$ cat config.mk
export PLATFORM = sky130hd
export DESIGN_NAME = pipe_control_unit
export DESIGN_NICKNAME = d
export VERILOG_FILES = /design/src/rtl/pipe_ctrl_pkg.sv /design/src/rtl/ctrl_decode.sv /design/src/rtl/pipe_control_unit.sv
export SDC_FILE = /design/constraint.sdc
export NUM_CORES = 1
export LEC_CHECK = 0
export BUFFER_PORTS_ARGS = -buffer_cell sky130_fd_sc_hd__buf_2
export CAP_MARGIN = 10
export CORE_MARGIN = 2
export CORE_UTILIZATION = 40
export CTS_CLUSTER_SIZE = 30
export DETAILED_ROUTE_END_ITERATION = 12
export PLACE_DENSITY_LB_ADDON = 0.25
export SYNTH_ARGS = -nofsm -noshare
export SYNTH_HDL_FRONTEND = slang
export SYNTH_SLANG_ARGS = --single-unit
$ cat constraint.sdc
create_clock -name clk -period 2.6 [get_ports clk]
set_clock_uncertainty 0.2 [all_clocks]
set_input_delay 0.39 -clock clk [delete_from_list [all_inputs] [get_ports clk]]
set_output_delay 0.39 -clock clk [all_outputs]
set_load 0.03 [all_outputs]
$ cat src/rtl/pipe_ctrl_pkg.sv
// Shared encodings and the control bundle for the ID-stage decode and hazard unit.
// Latency: none (types, constants and pure helper functions only).
// Backpressure: not applicable.
package pipe_ctrl_pkg;

    localparam logic [5:0] OP_RTYPE = 6'd0;
    localparam logic [5:0] OP_J     = 6'd2;
    localparam logic [5:0] OP_JAL   = 6'd3;
    localparam logic [5:0] OP_BEQ   = 6'd4;
    localparam logic [5:0] OP_BNE   = 6'd5;
    localparam logic [5:0] OP_LB    = 6'd32;
    localparam logic [5:0] OP_LH    = 6'd33;
    localparam logic [5:0] OP_LW    = 6'd35;
    localparam logic [5:0] OP_LBU   = 6'd36;
    localparam logic [5:0] OP_LHU   = 6'd37;
    localparam logic [5:0] OP_LWU   = 6'd39;
    localparam logic [5:0] OP_SB    = 6'd40;
    localparam logic [5:0] OP_SH    = 6'd41;
    localparam logic [5:0] OP_SW    = 6'd43;

    localparam logic [5:0] FN_MFHI  = 6'h10;
    localparam logic [5:0] FN_MFLO  = 6'h12;
    localparam logic [5:0] FN_MULT  = 6'h18;
    localparam logic [5:0] FN_DIVU  = 6'h1B;

    typedef enum logic [1:0] {
        ALUOP_MEM = 2'b00,
        ALUOP_BR  = 2'b01,
        ALUOP_R   = 2'b10,
        ALUOP_IMM = 2'b11
    } aluop_t;

    typedef enum logic [1:0] {
        RD_RT = 2'd0,
        RD_RD = 2'd1,
        RD_RA = 2'd2
    } regdst_t;

    typedef enum logic [1:0] {
        M2R_ALU = 2'd0,
        M2R_MEM = 2'd1,
        M2R_PC  = 2'd2
    } memtoreg_t;

    localparam logic [2:0] LD_W  = 3'd0;
    localparam logic [2:0] LD_WU = 3'd1;
    localparam logic [2:0] LD_B  = 3'd2;
    localparam logic [2:0] LD_BU = 3'd3;
    localparam logic [2:0] LD_H  = 3'd4;
    localparam logic [2:0] LD_HU = 3'd5;

    localparam logic [1:0] ST_W  = 2'd0;
    localparam logic [1:0] ST_B  = 2'd1;
    localparam logic [1:0] ST_H  = 2'd2;

    typedef enum logic {
        MD_IDLE = 1'b0,
        MD_BUSY = 1'b1
    } md_state_t;

    typedef struct packed {
        regdst_t    reg_dst;
        memtoreg_t  memto_reg;
        aluop_t     alu_op;
        logic       alu_src;
        logic       branch;
        logic       flag_branch;
        logic       jump;
        logic       mem_read;
        logic       mem_write;
        logic       reg_write;
        logic [2:0] load_div;
        logic [1:0] store_div;
    } ctrl_bundle_t;

    function automatic logic is_muldiv(input logic [5:0] op, input logic [5:0] fn);
        return (op == OP_RTYPE) && (fn >= FN_MULT) && (fn <= FN_DIVU);
    endfunction

    function automatic logic is_mfhilo(input logic [5:0] op, input logic [5:0] fn);
        return (op == OP_RTYPE) && ((fn == FN_MFHI) || (fn == FN_MFLO));
    endfunction

endpackage

$ cat src/rtl/ctrl_decode.sv
// Opcode/funct decoder producing the control bundle and the EX function code.
// Latency: purely combinational.
// Backpressure: none; the caller decides whether the result is registered.
module ctrl_decode
    import pipe_ctrl_pkg::*;
#(
    parameter int OPCODE_W = 6,
    parameter int FUNCT_W  = 6
)(
    input  logic [OPCODE_W-1:0] opcode,
    input  logic [FUNCT_W-1:0]  funct,
    output ctrl_bundle_t        ctrl,
    output logic [FUNCT_W-1:0]  fn,
    output logic                rt_src
);

    logic [5:0] op;
    assign op = 6'(opcode);

    always_comb begin
        ctrl   = '0;
        fn     = FUNCT_W'(opcode);
        rt_src = 1'b0;
        case (op)
            OP_RTYPE: begin
                ctrl.reg_dst   = RD_RD;
                ctrl.reg_write = 1'b1;
                ctrl.alu_op    = ALUOP_R;
                fn             = funct;
                rt_src         = 1'b1;
            end
            OP_LW, OP_LWU, OP_LB, OP_LBU, OP_LH, OP_LHU: begin
                ctrl.alu_src   = 1'b1;
                ctrl.mem_read  = 1'b1;
                ctrl.memto_reg = M2R_MEM;
                ctrl.reg_write = 1'b1;
                case (op)
                    OP_LWU:  ctrl.load_div = LD_WU;
                    OP_LB:   ctrl.load_div = LD_B;
                    OP_LBU:  ctrl.load_div = LD_BU;
                    OP_LH:   ctrl.load_div = LD_H;
                    OP_LHU:  ctrl.load_div = LD_HU;
                    default: ctrl.load_div = LD_W;
                endcase
            end
            OP_SW, OP_SB, OP_SH: begin
                ctrl.alu_src   = 1'b1;
                ctrl.mem_write = 1'b1;
                rt_src         = 1'b1;
                case (op)
                    OP_SB:   ctrl.store_div = ST_B;
                    OP_SH:   ctrl.store_div = ST_H;
                    default: ctrl.store_div = ST_W;
                endcase
            end
            OP_BEQ, OP_BNE: begin
                ctrl.branch      = 1'b1;
                ctrl.flag_branch = (op == OP_BEQ);
                ctrl.alu_op      = ALUOP_BR;
                rt_src           = 1'b1;
            end
            OP_J: begin
                ctrl.jump = 1'b1;
            end
            OP_JAL: begin
                ctrl.jump      = 1'b1;
                ctrl.reg_dst   = RD_RA;
                ctrl.memto_reg = M2R_PC;
                ctrl.reg_write = 1'b1;
            end
            default: begin
                ctrl.alu_src   = 1'b1;
                ctrl.reg_write = 1'b1;
                ctrl.alu_op    = ALUOP_IMM;
            end
        endcase
    end

endmodule

$ cat src/rtl/pipe_control_unit.sv
// ID-stage decode with registered ID/EX control, load-use/flush bubbles; PIPE_CTRL_MULDIV_EN adds a MULT/DIV busy tracker.
// Latency: ex* outputs follow ID inputs by one clock; PC/IF-ID enables and IF/ID flush are combinational.
// Backpressure: hazards hold PC and IF/ID for one cycle (or until MULT/DIV retires) and inject a bubble; flush wins over stall.
module pipe_control_unit #(
    parameter int REG_ADDR_W    = 5,
    parameter int OPCODE_W      = 6,
    parameter int FUNCT_W       = 6,
    parameter int MULDIV_CYCLES = 32
)(
    input  logic                  clk,
    input  logic                  rst_n,
    input  logic [OPCODE_W-1:0]   inOpcode,
    input  logic [FUNCT_W-1:0]    inFunction,
    input  logic [REG_ADDR_W-1:0] inRs,
    input  logic [REG_ADDR_W-1:0] inRt,
    input  logic [REG_ADDR_W-1:0] inRd,
    input  logic                  inFlush,
    output logic [1:0]            exRegDst,
    output logic [1:0]            exMemtoReg,
    output logic [1:0]            exALUOp,
    output logic                  exALUSrc,
    output logic                  exBranch,
    output logic                  exFlagBranch,
    output logic                  exJump,
    output logic                  exMemRead,
    output logic                  exMemWrite,
    output logic                  exRegWrite,
    output logic [2:0]            exLoadDiv,
    output logic [1:0]            exStoreDiv,
    output logic [FUNCT_W-1:0]    exFunction,
    output logic [REG_ADDR_W-1:0] exDestReg,
    output logic                  outPCWrite,
    output logic                  outIFIDWrite,
    output logic                  outIFIDFlush,
    output logic                  outBusy
);

    import pipe_ctrl_pkg::*;

    ctrl_bundle_t          id_ctrl;
    ctrl_bundle_t          ex_q;
    logic [FUNCT_W-1:0]    id_fn;
    logic [FUNCT_W-1:0]    ex_fn;
    logic [REG_ADDR_W-1:0] id_dest;
    logic [REG_ADDR_W-1:0] ex_dest;
    logic                  id_rt_src;
    logic                  load_use;
    logic                  md_stall;
    logic                  stall;
    logic                  bubble;

    ctrl_decode #(
        .OPCODE_W (OPCODE_W),
        .FUNCT_W  (FUNCT_W)
    ) u_decode (
        .opcode   (inOpcode),
        .funct    (inFunction),
        .ctrl     (id_ctrl),
        .fn       (id_fn),
        .rt_src   (id_rt_src)
    );

    // A non-writing instruction carries dest 0 so it can never look like a hazard producer.
    always_comb begin
        id_dest = '0;
        if (id_ctrl.reg_write) begin
            case (id_ctrl.reg_dst)
                RD_RT:   id_dest = inRt;
                RD_RD:   id_dest = inRd;
                default: id_dest = REG_ADDR_W'(31);
            endcase
        end
    end

    // rt only counts as a source for R-type, store and branch; for loads/immediates it is the destination.
    assign load_use = ex_q.mem_read && (ex_dest != '0) &&
                      ((ex_dest == inRs) || ((ex_dest == inRt) && id_rt_src));

    assign stall        = (load_use || md_stall) && !inFlush;
    assign bubble       = stall || inFlush;
    assign outPCWrite   = !stall;
    assign outIFIDWrite = !stall;
    assign outIFIDFlush = inFlush;

    always_ff @(posedge clk) begin
        if (!rst_n || bubble) begin
            ex_q    <= '0;
            ex_fn   <= '0;
            ex_dest <= '0;
        end else begin
            ex_q    <= id_ctrl;
            ex_fn   <= id_fn;
            ex_dest <= id_dest;
        end
    end

    assign exRegDst     = ex_q.reg_dst;
    assign exMemtoReg   = ex_q.memto_reg;
    assign exALUOp      = ex_q.alu_op;
    assign exALUSrc     = ex_q.alu_src;
    assign exBranch     = ex_q.branch;
    assign exFlagBranch = ex_q.flag_branch;
    assign exJump       = ex_q.jump;
    assign exMemRead    = ex_q.mem_read;
    assign exMemWrite   = ex_q.mem_write;
    assign exRegWrite   = ex_q.reg_write;
    assign exLoadDiv    = ex_q.load_div;
    assign exStoreDiv   = ex_q.store_div;
    assign exFunction   = ex_fn;
    assign exDestReg    = ex_dest;

`ifdef PIPE_CTRL_MULDIV_EN
    localparam int MD_CNT_W = (MULDIV_CYCLES > 2) ? $clog2(MULDIV_CYCLES) : 1;
    localparam logic [MD_CNT_W-1:0] MD_LOAD = MD_CNT_W'(MULDIV_CYCLES - 1);

    md_state_t           md_state;
    md_state_t           md_state_nxt;
    logic [MD_CNT_W-1:0] md_cnt;
    logic [MD_CNT_W-1:0] md_cnt_nxt;
    logic                md_busy;
    logic                id_muldiv;
    logic                id_mfhilo;

    assign id_muldiv = is_muldiv(6'(inOpcode), 6'(inFunction));
    assign id_mfhilo = is_mfhilo(6'(inOpcode), 6'(inFunction));

    always_ff @(posedge clk) begin
        if (!rst_n) begin
            md_state <= MD_IDLE;
            md_cnt   <= '0;
        end else begin
            md_state <= md_state_nxt;
            md_cnt   <= md_cnt_nxt;
        end
    end

    // Only a MULDIV op that actually lands in ID/EX starts the unit; flush leaves a running op alone.
    always_comb begin
        md_state_nxt = md_state;
        md_cnt_nxt   = md_cnt;
        case (md_state)
            MD_IDLE: begin
                if (id_muldiv && !bubble) begin
                    md_state_nxt = MD_BUSY;
                    md_cnt_nxt   = MD_LOAD;
                end
            end
            default: begin
                if (md_cnt == '0) begin
                    md_state_nxt = MD_IDLE;
                end else begin
                    md_cnt_nxt = md_cnt - 1'b1;
                end
            end
        endcase
    end

    always_comb begin
        md_busy  = (md_state == MD_BUSY);
        md_stall = md_busy && (id_muldiv || id_mfhilo);
    end

    assign outBusy = md_busy;
`else
    assign md_stall = 1'b0;
    assign outBusy  = 1'b0;
`endif

endmodule

==> flow_summary_export.csv <==
group,metric,value,unit
grt,grt_max_degree,25,
power_and_ir_drop,intPower,0.749,mW
floorplan,dieArea,0.00365,mm²
power_and_ir_drop,p_switching,0.247,mW
drt,routed_wl,2980,µm
synth,muxShareOfSynthArea,0,
synth,synth_largest_area_cell,"dfxtp_1",
power_and_ir_drop,ir_drop,0.000285,V
clock_tree,path_clk_slew,0.09,ns
power_and_ir_drop,p_sw_frac,0.248,
drt,drtPass1Iterations,4,
synth,synth_simple_gate_area_frac,0.264,
drt,drc,0,
job,maxCapViolations,0,
clock_tree,cts-root-buf,"clkbuf_4",
grt,antenna_found_initial,0,
critical_path,cp.required,2.01,ns
synth,syn_area,0.00127,mm²
synth,postSynth.asyncResetShare,0,
synth,ys_seq_elements,29,
critical_path,worst-path-max-fanout,2,
timing,hold_violations,0,
outcome,status,"finished, final reports clean",
clock_tree,postCtsSetupBuffers,0,
timing,slew_viol_final,0,
clock_tree,cts_made_buffers,5,
placement,dp_hpwl,2260,µm
final_layout,multi_input_area,596,µm²
critical_path,start_kind,"input pin",
synth,synth_flop_cell,"dfxtp_1",
clock_tree,cts_tree,"yes",
final_layout,nFillCells,300,
drt,drt_iter0_drc,48,
timing,timing.fmax,410,MHz
floorplan,std_cell_rows,20,
critical_path,endpoint_kind,"output pin",
drt,wl_per_cell,11.7,µm
power_and_ir_drop,power_density,583,mW/mm²
synth,syn_inst,148,
placement,gp_congestion,0.738,
timing,hold_ws,0.0924,ns
timing,setup_viol,0,
synth,synth_edf_count,0,
power_and_ir_drop,sequentialPowerShare,0.465,
grt,grt_overflow_total,0,
timing,grt_setup_unrepaired,"no",
synth,synth_xor_xnor_area_share,0.0688,
floorplan,die_y,60.4,µm
floorplan,fp.dieW,60.4,µm
final_layout,seq_area,581,µm²
clock_tree,cts_max_level,2,
floorplan,coreArea,0.00305,mm²
synth,syn_avg_cell_area,8.61,µm²
synth,yosysSeqAreaShare,0.456,
drt,antenna_left,0,
grt,track_usage,0.179,
clock_tree,clk_latency,0.32,ns
power_and_ir_drop,p_clk_frac,0.380,
floorplan,initial_core_util,0.417,
synth,synth_compound_area_frac,0.129,
critical_path,path_class,"input pin to output pin",
synth,yosysWarnings,0,
grt,grt_pass1_wl,4820,µm
floorplan,ios,63,
synth,syn-num-nets,178,
timing,fin_tns_setup,0,ns
critical_path,cp.arrival,1.85,ns
grt,grt_pass1_vias,1139,
final_layout,area_growth,34.2,%
timing,period_minus_slack,2.44,ns
synth,synth.distinct_cells,35,
synth,synth_top_area_share,0.456,
clock_tree,ctsHoldBuffers,0,
drt,via_per_inst,4.75,
min_path,hold_path_class,"input pin to register",
final_layout,nets,240,
final_layout,drive_gt1_frac,0.389,
synth,synth_top_family_by_area,"simple AND/OR/NAND/NOR gates",
synth,synthTopCellsByArea,"dfxtp_1 46%, nor3_1 5.9%, a21oi_1 5.5%",
synth,synth-adder-area-share,0,
placement,portBuffers,61,
power_and_ir_drop,pwr-share-comb,0.156,
drt,vias,1211,
final_layout,antenna_cells,0,
clock_tree,ctsResizeCount,0,
clock_tree,cts_max_path_buffers,2,
power_and_ir_drop,p_leak,0.799,nW
timing,fin_crit_sh,0.938,
clock_tree,cts.sinks,29,
## path summary, 6_finish.rpt
kind                  from            end  slack, ns  depth (start not counted)
min          inFunction[2]  exFunction[2]       0.09                          3
max reg2reg   exDestReg[1]   exLoadDiv[0]       0.48                          5
min reg2reg      exMemRead  exFunction[2]       0.81                          5
max            inOpcode[5]     outPCWrite       0.16                          5
## worst max-delay path, cell delays in order
cell	delay, ns
buf_2	0.11
or4_1	0.53
a2111oi_1	0.54
o21bai_2	0.10
buf_2	0.19
## per-layer routing
layer | vias to the layer above | track usage | share of wire
li1 | 629 | - | -
met1 | 536 | 0.206 | 0.43
met2 | 42 | 0.306 | 0.49
met3 | 4 | 0.0554 | 0.061
met4 | 0 | 0.0776 | 0.013
met5 | - | 0 | 0
## through the flow
step                      area [µm²]  instances   util  power (mW)  worst slack [ns]
final                           1710        255  0.560       0.996             0.161
after global routing            1710        255  0.560        1.04            0.0260
after CTS                       1710        255  0.560        1.00             0.151
after detailed placement        1620        247  0.532       0.629             0.158
after global placement          1620        247  0.532       0.625             0.169
after floorplan                 1280        148      -       0.573            0.0839
## area by class of cell
class                           instances  share of cell area
Tap cell                               44              0.0322
Timing Repair Buffer                   68               0.217
Sequential cell                        29               0.340
Clock buffer                            7              0.0322
Multi-Input combinational cell        100               0.348
Inverter                                6              0.0132
Clock inverter                          1              0.0176
## registers in the layout, indices dropped and copies added, names as in the netlist, 2 cells and up
signal and flops:
exDestReg 5, exALUOp 2, exLoadDiv 3, exRegDst 2, exFunction 6, exStoreDiv 2, exMemtoReg 2
## cell usage in the layout, fill, tap and decap left out, types with 2 or more instances in the layout
cell	instances
nand2b_1	2
buf_2	61
xnor2_1	8
nor3_1	15
nor3_2	2
dfxtp_1	29
xor2_1	2
inv_1	6
or4_1	3
o22ai_1	5
a21oi_1	14
nor4_1	2
nand2_1	5
nand3_1	3
clkbuf_4	5
nor2_1	17
buf_4	6
nor2b_1	5
## cell usage after synthesis (4+ instances only)
| cell | number |
|---|---|
| dfxtp_1 | 29 |
| nor2_1 | 17 |
| nor3_1 | 15 |
| a21oi_1 | 14 |
| xnor2_1 | 8 |
| inv_1 | 6 |
| buf_4 | 5 |
| nand2_1 | 5 |
| nor2b_1 | 5 |
| o22ai_1 | 5 |
| clkbuf_1 | 4 |
## power groups by stage
| stage | clock network, mW | logic [mW] | registers [mW] |
|---|---|---|---|
| 2_1_floorplan | 0 | 0.0753 | 0.498 |
| 3_3_place_gp | 0 | 0.152 | 0.473 |
| 3_5_place_dp | 0 | 0.155 | 0.474 |
| 4_1_cts | 0.384 | 0.156 | 0.463 |
| 5_1_grt | 0.404 | 0.169 | 0.465 |
| 6_report | 0.378 | 0.155 | 0.463 |
## cells by family after synthesis
| family | count (synthesis) |
|---|---|
| flops | 29 |
| simple gates | 62 |
| xor+xnor | 10 |
| other cells | 1 |
| compound gates | 27 |
| buf+inv | 19 |
Power figures use the tool's default switching activity.
